<file path="src/rtl/cmd_link.sv">
// cmd_link: UART command front end.
//   Receives 8N1 bytes on rx_i, pairs them (high byte, then low byte) into
//   a 16-bit command with a cmd_rdy/clr_cmd_rdy handshake, and transmits a
//   fixed acknowledge byte on tx_o for each send_resp request.
//
// Ports
//   clk_i          system clock
//   rst_n_i        asynchronous active-low reset
//   rx_i           serial input, idle high (asynchronous)
//   tx_o           serial output, idle high
//   cmd_o          assembled command, [15:8] = first byte received
//   cmd_rdy_o      a complete command is held in cmd_o
//   clr_cmd_rdy_i  consumer pulse, drops cmd_rdy_o
//   send_resp_i    request one RESP frame
//   resp_sent_o    pulse in the last cycle of the response stop bit
//
// Optional feature: define CMD_TIMEOUT_EN to abandon a lone high byte
// after TIMEOUT_CYC idle cycles in the LOW state.
//
// state     | meaning
// RX_IDLE   | waiting for a falling edge on the synchronized line
// RX_START  | half-bit wait, re-check start bit (glitch reject)
// RX_DATA   | sampling 8 data bits, LSB first
// RX_STOP   | sampling stop bit; 1 = byte valid, 0 = framing error
// TX_IDLE   | line high, waiting for a request or the pending flag
// TX_START  | driving start bit
// TX_DATA   | shifting RESP out, LSB first
// TX_STOP   | driving stop bit, resp_sent_o on its final cycle
// ASM_HIGH  | next valid byte is the command high byte
// ASM_LOW   | next valid byte completes the command
module cmd_link #(
  parameter int          BAUD_DIV    = 2604,
  parameter logic [7:0]  RESP        = 8'hA5,
  parameter logic [23:0] TIMEOUT_CYC = 24'd2_500_000
) (
  input  logic        clk_i,
  input  logic        rst_n_i,
  input  logic        rx_i,
  output logic        tx_o,
  output logic [15:0] cmd_o,
  output logic        cmd_rdy_o,
  input  logic        clr_cmd_rdy_i,
  input  logic        send_resp_i,
  output logic        resp_sent_o
);

  localparam logic [11:0] BIT_TC  = 12'(BAUD_DIV - 1);
  localparam logic [11:0] HALF_TC = 12'(BAUD_DIV / 2 - 1);

  typedef enum logic [1:0] {RX_IDLE, RX_START, RX_DATA, RX_STOP} rx_state_e;
  typedef enum logic [1:0] {TX_IDLE, TX_START, TX_DATA, TX_STOP} tx_state_e;
  typedef enum logic       {ASM_HIGH, ASM_LOW} asm_state_e;

  // ---------------- RX ----------------
  logic        rx_ff1_q, rx_ff2_q, rx_prev_q;
  rx_state_e   rx_state_q, rx_state_d;
  logic [11:0] rx_cnt_q, rx_cnt_d;
  logic [2:0]  rx_bit_q, rx_bit_d;
  logic [7:0]  rx_shift_q, rx_shift_d;
  logic        rx_vld_q, rx_vld_d;
  logic        rx_tc;

  assign rx_tc = (rx_cnt_q == 12'd0);

  always_ff @(posedge clk_i or negedge rst_n_i) begin
    if (!rst_n_i) begin
      rx_ff1_q   <= 1'b1;
      rx_ff2_q   <= 1'b1;
      rx_prev_q  <= 1'b1;
      rx_state_q <= RX_IDLE;
      rx_cnt_q   <= 12'd0;
      rx_bit_q   <= 3'd0;
      rx_shift_q <= 8'h00;
      rx_vld_q   <= 1'b0;
    end else begin
      rx_ff1_q   <= rx_i;
      rx_ff2_q   <= rx_ff1_q;
      // previous synchronized value, only for falling-edge detection
      rx_prev_q  <= rx_ff2_q;
      rx_state_q <= rx_state_d;
      rx_cnt_q   <= rx_cnt_d;
      rx_bit_q   <= rx_bit_d;
      rx_shift_q <= rx_shift_d;
      rx_vld_q   <= rx_vld_d;
    end
  end

  always_comb begin
    rx_state_d = rx_state_q;
    rx_cnt_d   = rx_tc ? rx_cnt_q : rx_cnt_q - 12'd1;
    rx_bit_d   = rx_bit_q;
    rx_shift_d = rx_shift_q;
    case (rx_state_q)
      RX_IDLE: begin
        if (rx_prev_q && !rx_ff2_q) begin
          rx_state_d = RX_START;
          rx_cnt_d   = HALF_TC;
        end
      end
      RX_START: begin
        if (rx_tc) begin
          if (rx_ff2_q) begin
            rx_state_d = RX_IDLE;
          end else begin
            rx_state_d = RX_DATA;
            rx_cnt_d   = BIT_TC;
            rx_bit_d   = 3'd0;
          end
        end
      end
      RX_DATA: begin
        if (rx_tc) begin
          rx_shift_d = {rx_ff2_q, rx_shift_q[7:1]};
          rx_cnt_d   = BIT_TC;
          rx_bit_d   = rx_bit_q + 3'd1;
          if (rx_bit_q == 3'd7) rx_state_d = RX_STOP;
        end
      end
      RX_STOP: begin
        if (rx_tc) rx_state_d = RX_IDLE;
      end
      default: rx_state_d = RX_IDLE;
    endcase
  end

  always_comb begin
    rx_vld_d = (rx_state_q == RX_STOP) && rx_tc && rx_ff2_q;
  end

  // ---------------- TX ----------------
  tx_state_e   tx_state_q, tx_state_d;
  logic [11:0] tx_cnt_q, tx_cnt_d;
  logic [2:0]  tx_bit_q, tx_bit_d;
  logic [7:0]  tx_shift_q, tx_shift_d;
  logic        tx_pend_q, tx_pend_d;
  logic        tx_q, tx_d;
  logic        tx_tc;

  assign tx_tc = (tx_cnt_q == 12'd0);

  always_ff @(posedge clk_i or negedge rst_n_i) begin
    if (!rst_n_i) begin
      tx_state_q <= TX_IDLE;
      tx_cnt_q   <= 12'd0;
      tx_bit_q   <= 3'd0;
      tx_shift_q <= 8'h00;
      tx_pend_q  <= 1'b0;
      tx_q       <= 1'b1;
    end else begin
      tx_state_q <= tx_state_d;
      tx_cnt_q   <= tx_cnt_d;
      tx_bit_q   <= tx_bit_d;
      tx_shift_q <= tx_shift_d;
      tx_pend_q  <= tx_pend_d;
      tx_q       <= tx_d;
    end
  end

  always_comb begin
    tx_state_d = tx_state_q;
    tx_cnt_d   = tx_tc ? tx_cnt_q : tx_cnt_q - 12'd1;
    tx_bit_d   = tx_bit_q;
    tx_shift_d = tx_shift_q;
    tx_pend_d  = tx_pend_q;
    // a request while busy parks in the single-entry pending flag
    if (send_resp_i && tx_state_q != TX_IDLE) tx_pend_d = 1'b1;
    case (tx_state_q)
      TX_IDLE: begin
        if (send_resp_i || tx_pend_q) begin
          tx_state_d = TX_START;
          tx_cnt_d   = BIT_TC;
          tx_shift_d = RESP;
          tx_pend_d  = 1'b0;
        end
      end
      TX_START: begin
        if (tx_tc) begin
          tx_state_d = TX_DATA;
          tx_cnt_d   = BIT_TC;
          tx_bit_d   = 3'd0;
        end
      end
      TX_DATA: begin
        if (tx_tc) begin
          tx_shift_d = {1'b0, tx_shift_q[7:1]};
          tx_cnt_d   = BIT_TC;
          tx_bit_d   = tx_bit_q + 3'd1;
          if (tx_bit_q == 3'd7) tx_state_d = TX_STOP;
        end
      end
      TX_STOP: begin
        if (tx_tc) begin
          // chain the pending frame with no idle gap
          if (tx_pend_q) begin
            tx_state_d = TX_START;
            tx_cnt_d   = BIT_TC;
            tx_shift_d = RESP;
            tx_pend_d  = 1'b0;
          end else begin
            tx_state_d = TX_IDLE;
          end
        end
      end
      default: tx_state_d = TX_IDLE;
    endcase
  end

  always_comb begin
    case (tx_state_d)
      TX_START: tx_d = 1'b0;
      TX_DATA:  tx_d = tx_shift_d[0];
      default:  tx_d = 1'b1;
    endcase
  end

  assign tx_o        = tx_q;
  assign resp_sent_o = (tx_state_q == TX_STOP) && tx_tc;

  // ---------------- assembler ----------------
  asm_state_e  asm_state_q, asm_state_d;
  logic [15:0] cmd_q, cmd_d;
  logic        cmd_rdy_q, cmd_rdy_d;

  always_ff @(posedge clk_i or negedge rst_n_i) begin
    if (!rst_n_i) begin
      asm_state_q <= ASM_HIGH;
      cmd_q       <= 16'h0000;
      cmd_rdy_q   <= 1'b0;
    end else begin
      asm_state_q <= asm_state_d;
      cmd_q       <= cmd_d;
      cmd_rdy_q   <= cmd_rdy_d;
    end
  end

`ifdef CMD_TIMEOUT_EN
  logic [23:0] to_cnt_q, to_cnt_d;
  logic        to_hit;

  assign to_hit = (asm_state_q == ASM_LOW) && (to_cnt_q == TIMEOUT_CYC);

  always_ff @(posedge clk_i or negedge rst_n_i) begin
    if (!rst_n_i) to_cnt_q <= 24'd0;
    else          to_cnt_q <= to_cnt_d;
  end

  always_comb begin
    to_cnt_d = (rx_vld_q || asm_state_d == ASM_HIGH) ? 24'd0 : to_cnt_q + 24'd1;
  end
`else
  logic to_hit;
  // no timeout hardware; parameter kept so both builds share one interface
  logic unused_timeout;
  assign unused_timeout = ^TIMEOUT_CYC;
  assign to_hit = 1'b0;
`endif

  always_comb begin
    asm_state_d = asm_state_q;
    cmd_d       = cmd_q;
    cmd_rdy_d   = cmd_rdy_q;
    if (clr_cmd_rdy_i) cmd_rdy_d = 1'b0;
    // a completing low byte overrides a same-cycle clear
    if (rx_vld_q) begin
      if (asm_state_q == ASM_HIGH) begin
        cmd_d[15:8] = rx_shift_q;
        cmd_rdy_d   = 1'b0;
        asm_state_d = ASM_LOW;
      end else begin
        cmd_d[7:0]  = rx_shift_q;
        cmd_rdy_d   = 1'b1;
        asm_state_d = ASM_HIGH;
      end
    end else if (to_hit) begin
      asm_state_d = ASM_HIGH;
    end
  end

  assign cmd_o     = cmd_q;
  assign cmd_rdy_o = cmd_rdy_q;

endmodule

</file>
<file path="config.mk">
export PLATFORM = sky130hd
export DESIGN_NAME = cmd_link
export DESIGN_NICKNAME = d
export VERILOG_FILES = /design/src/rtl/cmd_link.sv
export SDC_FILE = /design/constraint.sdc
export NUM_CORES = 1
export LEC_CHECK = 0
export BUFFER_PORTS_ARGS = -buffer_cell sky130_fd_sc_hd__buf_2
export CAP_MARGIN = 5
export CELL_PAD_IN_SITES_DETAIL_PLACEMENT = 1
export CELL_PAD_IN_SITES_GLOBAL_PLACEMENT = 2
export CORE_MARGIN = 5
export CORE_UTILIZATION = 36
export CTS_CLUSTER_DIAMETER = 60
export CTS_CLUSTER_SIZE = 30
export DETAILED_ROUTE_END_ITERATION = 12
export PLACE_DENSITY = 0.75
export SLEW_MARGIN = 5
export SYNTH_ARGS = -nofsm -noshare
export SYNTH_HDL_FRONTEND = slang
export SYNTH_SLANG_ARGS = --single-unit
</file>
<file path="constraint.sdc">
create_clock -name clk_i -period 1.9 [get_ports clk_i]
set_input_delay 0.095 -clock clk_i [delete_from_list [all_inputs] [get_ports clk_i]]
set_output_delay 0.095 -clock clk_i [all_outputs]
set_load 0.01 [all_outputs]
</file>
==> flow_summary.toml <==
[clock_tree]
numCtsBuffers = 9
ctsHtreeMaxLevel = 3
clk_latency_ns = 0.36
clkSlewWorstSetupHoldPaths_ns = 0.08
cts_tree = "yes"
cts_buffer_depth = 2
root_buffer = "clkbuf_8"
numClockSinks = 74

[status]
violations = "negative setup slack"
status = "complete, but fails checks"

[floorplanning]
io_pins = 24
fp.dieArea_mm2 = 0.0124
die_x_um = 111
start_util_pct = 36.4
rows = 37
core_area_mm2 = 0.0101
die_h_um = 111

[placed_design]
portBuffers = 23
gp_congestion = 0.812
place_hpwl_um = 6510

[global_routing]
track_usage_pct = 16.2
grt_pass1_wl_um = 16500
grt_pass1_vias = 3398
grt_max_degree = 39
overflow = 0
antenna_found_initial = 0

[sta]
fin_worst_skew_ns = 0.0116
max_freq_mhz = 485
setup_viol = 37
rsz0062_at_grt = "true"
hold_violations = 0
fin_hold_ws_ns = 0.0781
relSlewSlack_pct = 66.4
final.min_clock_period_ns = 2.06
finalWorstSetupSlack_ns = -0.162
drv_slew = 0
finalCritPeriodShare_pct = 109
worst_pin_slew_ns = 0.498

[worst_setup_path]
crit_type = "reg -> reg"
path_max_fanout = 5
r2r_slack_ns = -0.16
r2r-start = "tx_cnt_q[1]"
crit_path_max_incr_delay_ns = 0.39
r2r_end = "tx_o"
critPathLaunchType = "flip-flop"
required_ns = 2.18
worst_setup_path_end_kind = "flip-flop"
worstPathCellList = "inv_2 -> ha_4 -> nor3b_4 -> and3_4 -> clkinvlp_4 -> buf_6 -> o32ai_4 -> a2111oi_2 -> a2bb2oi_1"
arrival_ns = 2.34
critPathSlowestCell = "dfrtp_1"
ff2ff_path_depth = 9

[finish]
fill_cells = 1096
multi_input_area_mm2 = 0.00207
nNetsFinal = 484
area_growth_syn_to_layout_pct = 42.0
n_antenna_cell = 0
drive_gt1_share_pct = 47.6
regArea_mm2 = 0.00186
utilization_pct = 51.7

[logic_synthesis]
yosys_warnings = 0
synth-edff-count = 0
syn_area_mm2 = 0.00369
synth.distinct_cells = 60
syn_avg_cell_area_um2 = 10.3
synthFlopType = "dfrtp_1"
synthArstFlopShare_pct = 100
ys_ff_latch = 74
syn_nets = 375
ys_seq_area_share_pct = 50.3
postSynthCellCount = 357

[hold_path]
min-delay-start = "send_resp_i"
hp-class = "in -> reg"
min_path_cells = 3
worstHoldEndpoint = "tx_pend_q"

[detailed_routing]
drtAntennaViolNets = 0
vias_per_cell = 5.07
drtIter0Drc = 100
wl_per_cell_um = 16.0
drt-total-wl_um = 9720
drc = 0
first_pass_iters = 4
num_vias = 3078

[power]
powerDensity_mw_per_mm2 = 1250
cellLeakagePower_uw = 0.00244
ir_drop_v = 0.000502

[run]
maxCapViolations = 0
-- layout make-up --
cell class,instances,area share [%]
sequential,74,35.4
multi-input combinational,256,39.6
clock inverter,7,1.60
tap,136,3.25
inverter,18,1.36
timing repair buffer,107,16.4
clock buffer,9,2.36
-- logic make-up after synthesis --
kind of cell,after synthesis,share of synthesized area [%]
flops,74,50.3
compound gates,77,14.1
simple gates,130,18.3
buf+inv,28,3.22
xor+xnor,15,3.56
fa+ha+maj,13,4.41
mux,20,6.00
-- layer usage --
layer  vias up  GRT usage, %  wire length (um)
met5         -             0                 0
met4         0          4.62               164
met3        15          3.55               232
met2        28          29.0              5110
met1      1548          19.6              4210
li1       1487             -                 -
-- power breakdown --
group	internal, uW	leakage [uW]	total [uW]	switching (uW)
registers	1900	0.000961	2200	297
logic	1540	0.00138	3050	1520
clock network	632	0.000103	1310	679
total	4070	0.00244	6560	2490
-- flip-flops by register name (all words and copies together), names as in the netlist, 2 cells and up, named ones only --
register,flops
cmd_o,16
rx_cnt_q,12
tx_cnt_q,12
rx_shift_q,8
tx_shift_q,8
rx_bit_q,3
tx_bit_q,3
tx_state_q,2
-- cells in the final DEF (no fill, tap or decap), types with 3 or more instances in the layout --
master,n
a21oi_1,19
or3_4,4
or3_1,3
inv_2,6
ha_4,3
clkbuf_8,9
nor3_1,4
dfstp_2,4
dlygate4sd3_1,3
mux2i_1,3
buf_2,21
nand2_1,27
nand2_4,4
dfrtp_1,70
nand4_1,5
nor2b_1,3
nor2_2,4
ha_1,9
nand2_2,13
a21oi_2,6
o31ai_1,4
buf_4,62
inv_6,3
mux2_2,17
inv_1,10
o21ai_2,5
nor2_1,28
xor2_1,8
xnor2_1,6
nand3_1,5
nand2b_1,5
nor4_4,4
o21ai_0,8
buf_6,19
-- synthesized netlist by cell type (2+ instances only) --
cell type  instances  area share [%]
or3_1              6             1.0
clkbuf_1           6            0.61
or4_1              2            0.41
a22oi_1            3            0.61
dfrtp_1           70              47
xnor2_1            6             1.4
a21oi_1           25             3.4
nand4_1            5            0.85
nor4_1             3            0.51
a21bo_2            2            0.54
xor2_1             9             2.1
buf_2              2            0.27
a32o_1             2            0.54
o31ai_1            5             1.0
o21ai_0           13             1.8
a311oi_1           2            0.47
inv_1             16             1.6
nor2b_1            3            0.51
nor4_4             3             1.7
a211oi_1           3            0.61
a31oi_1            2            0.34
nor3b_1            2            0.41
or2_2              2            0.34
nand2_1           44             4.5
nor3_1             6            0.81
nand3_1            7            0.95
a22o_1             2            0.47
dfstp_2            4             2.8
a2111oi_0          2            0.47
mux2_2            17             5.2
a21o_1             2            0.41
nor2_1            33             3.4
mux2i_1            3            0.81
nand2b_1           5            0.85
ha_1              13             4.4
o22ai_1            3            0.51
-- worst max path at each step --
stage                     slack, ns   startpoint     endpoint  depth (start not counted)
after floorplan               -0.12  rx_cnt_q[0]  rx_cnt_q[0]                          8
after global placement        -0.16  tx_cnt_q[0]         tx_o                          8
after detailed placement      -0.18  tx_cnt_q[0]  tx_cnt_q[0]                         11
after CTS                     -0.13  rx_cnt_q[0]  rx_cnt_q[0]                          8
after global routing          -0.28  tx_cnt_q[0]         tx_o                          9
final                         -0.16  tx_cnt_q[1]         tx_o                          9
-- stage by stage --
| stage | power, uW | cells | setup TNS [ns] | setup slack, ns | instance area (um2) |
|---|---|---|---|---|---|
| after floorplan | 3520 | 357 | -0.849 | -0.118 | 3700 |
| after global placement | 4420 | 564 | -2.34 | -0.162 | 4380 |
| after detailed placement | 4510 | 564 | -3.37 | -0.178 | 4380 |
| after CTS | 6290 | 599 | -2.60 | -0.134 | 4990 |
| after global routing | 7040 | 607 | -7.52 | -0.280 | 5240 |
| final | 6560 | 607 | -3.07 | -0.162 | 5240 |
-- repair_timing --
action	CTS	global route
endpoints found under the hold margin	36	0
cloned	2	0
pin swaps	26	31
hold buffers	3	0
setup buffers	16	11
endpoints found under the setup margin	42	46
resized for setup	58	53
-- worst max-delay path, delay by kind of cell, from the launching register on --
family / cells / cell delay, ns
simple gates: 2 / 0.49
buf+inv: 3 / 0.48
compound gates: 3 / 0.49
flops: 1 / 0.39
fa+ha+maj: 1 / 0.13
No activity file was read; power rests on OpenSTA's default activity.
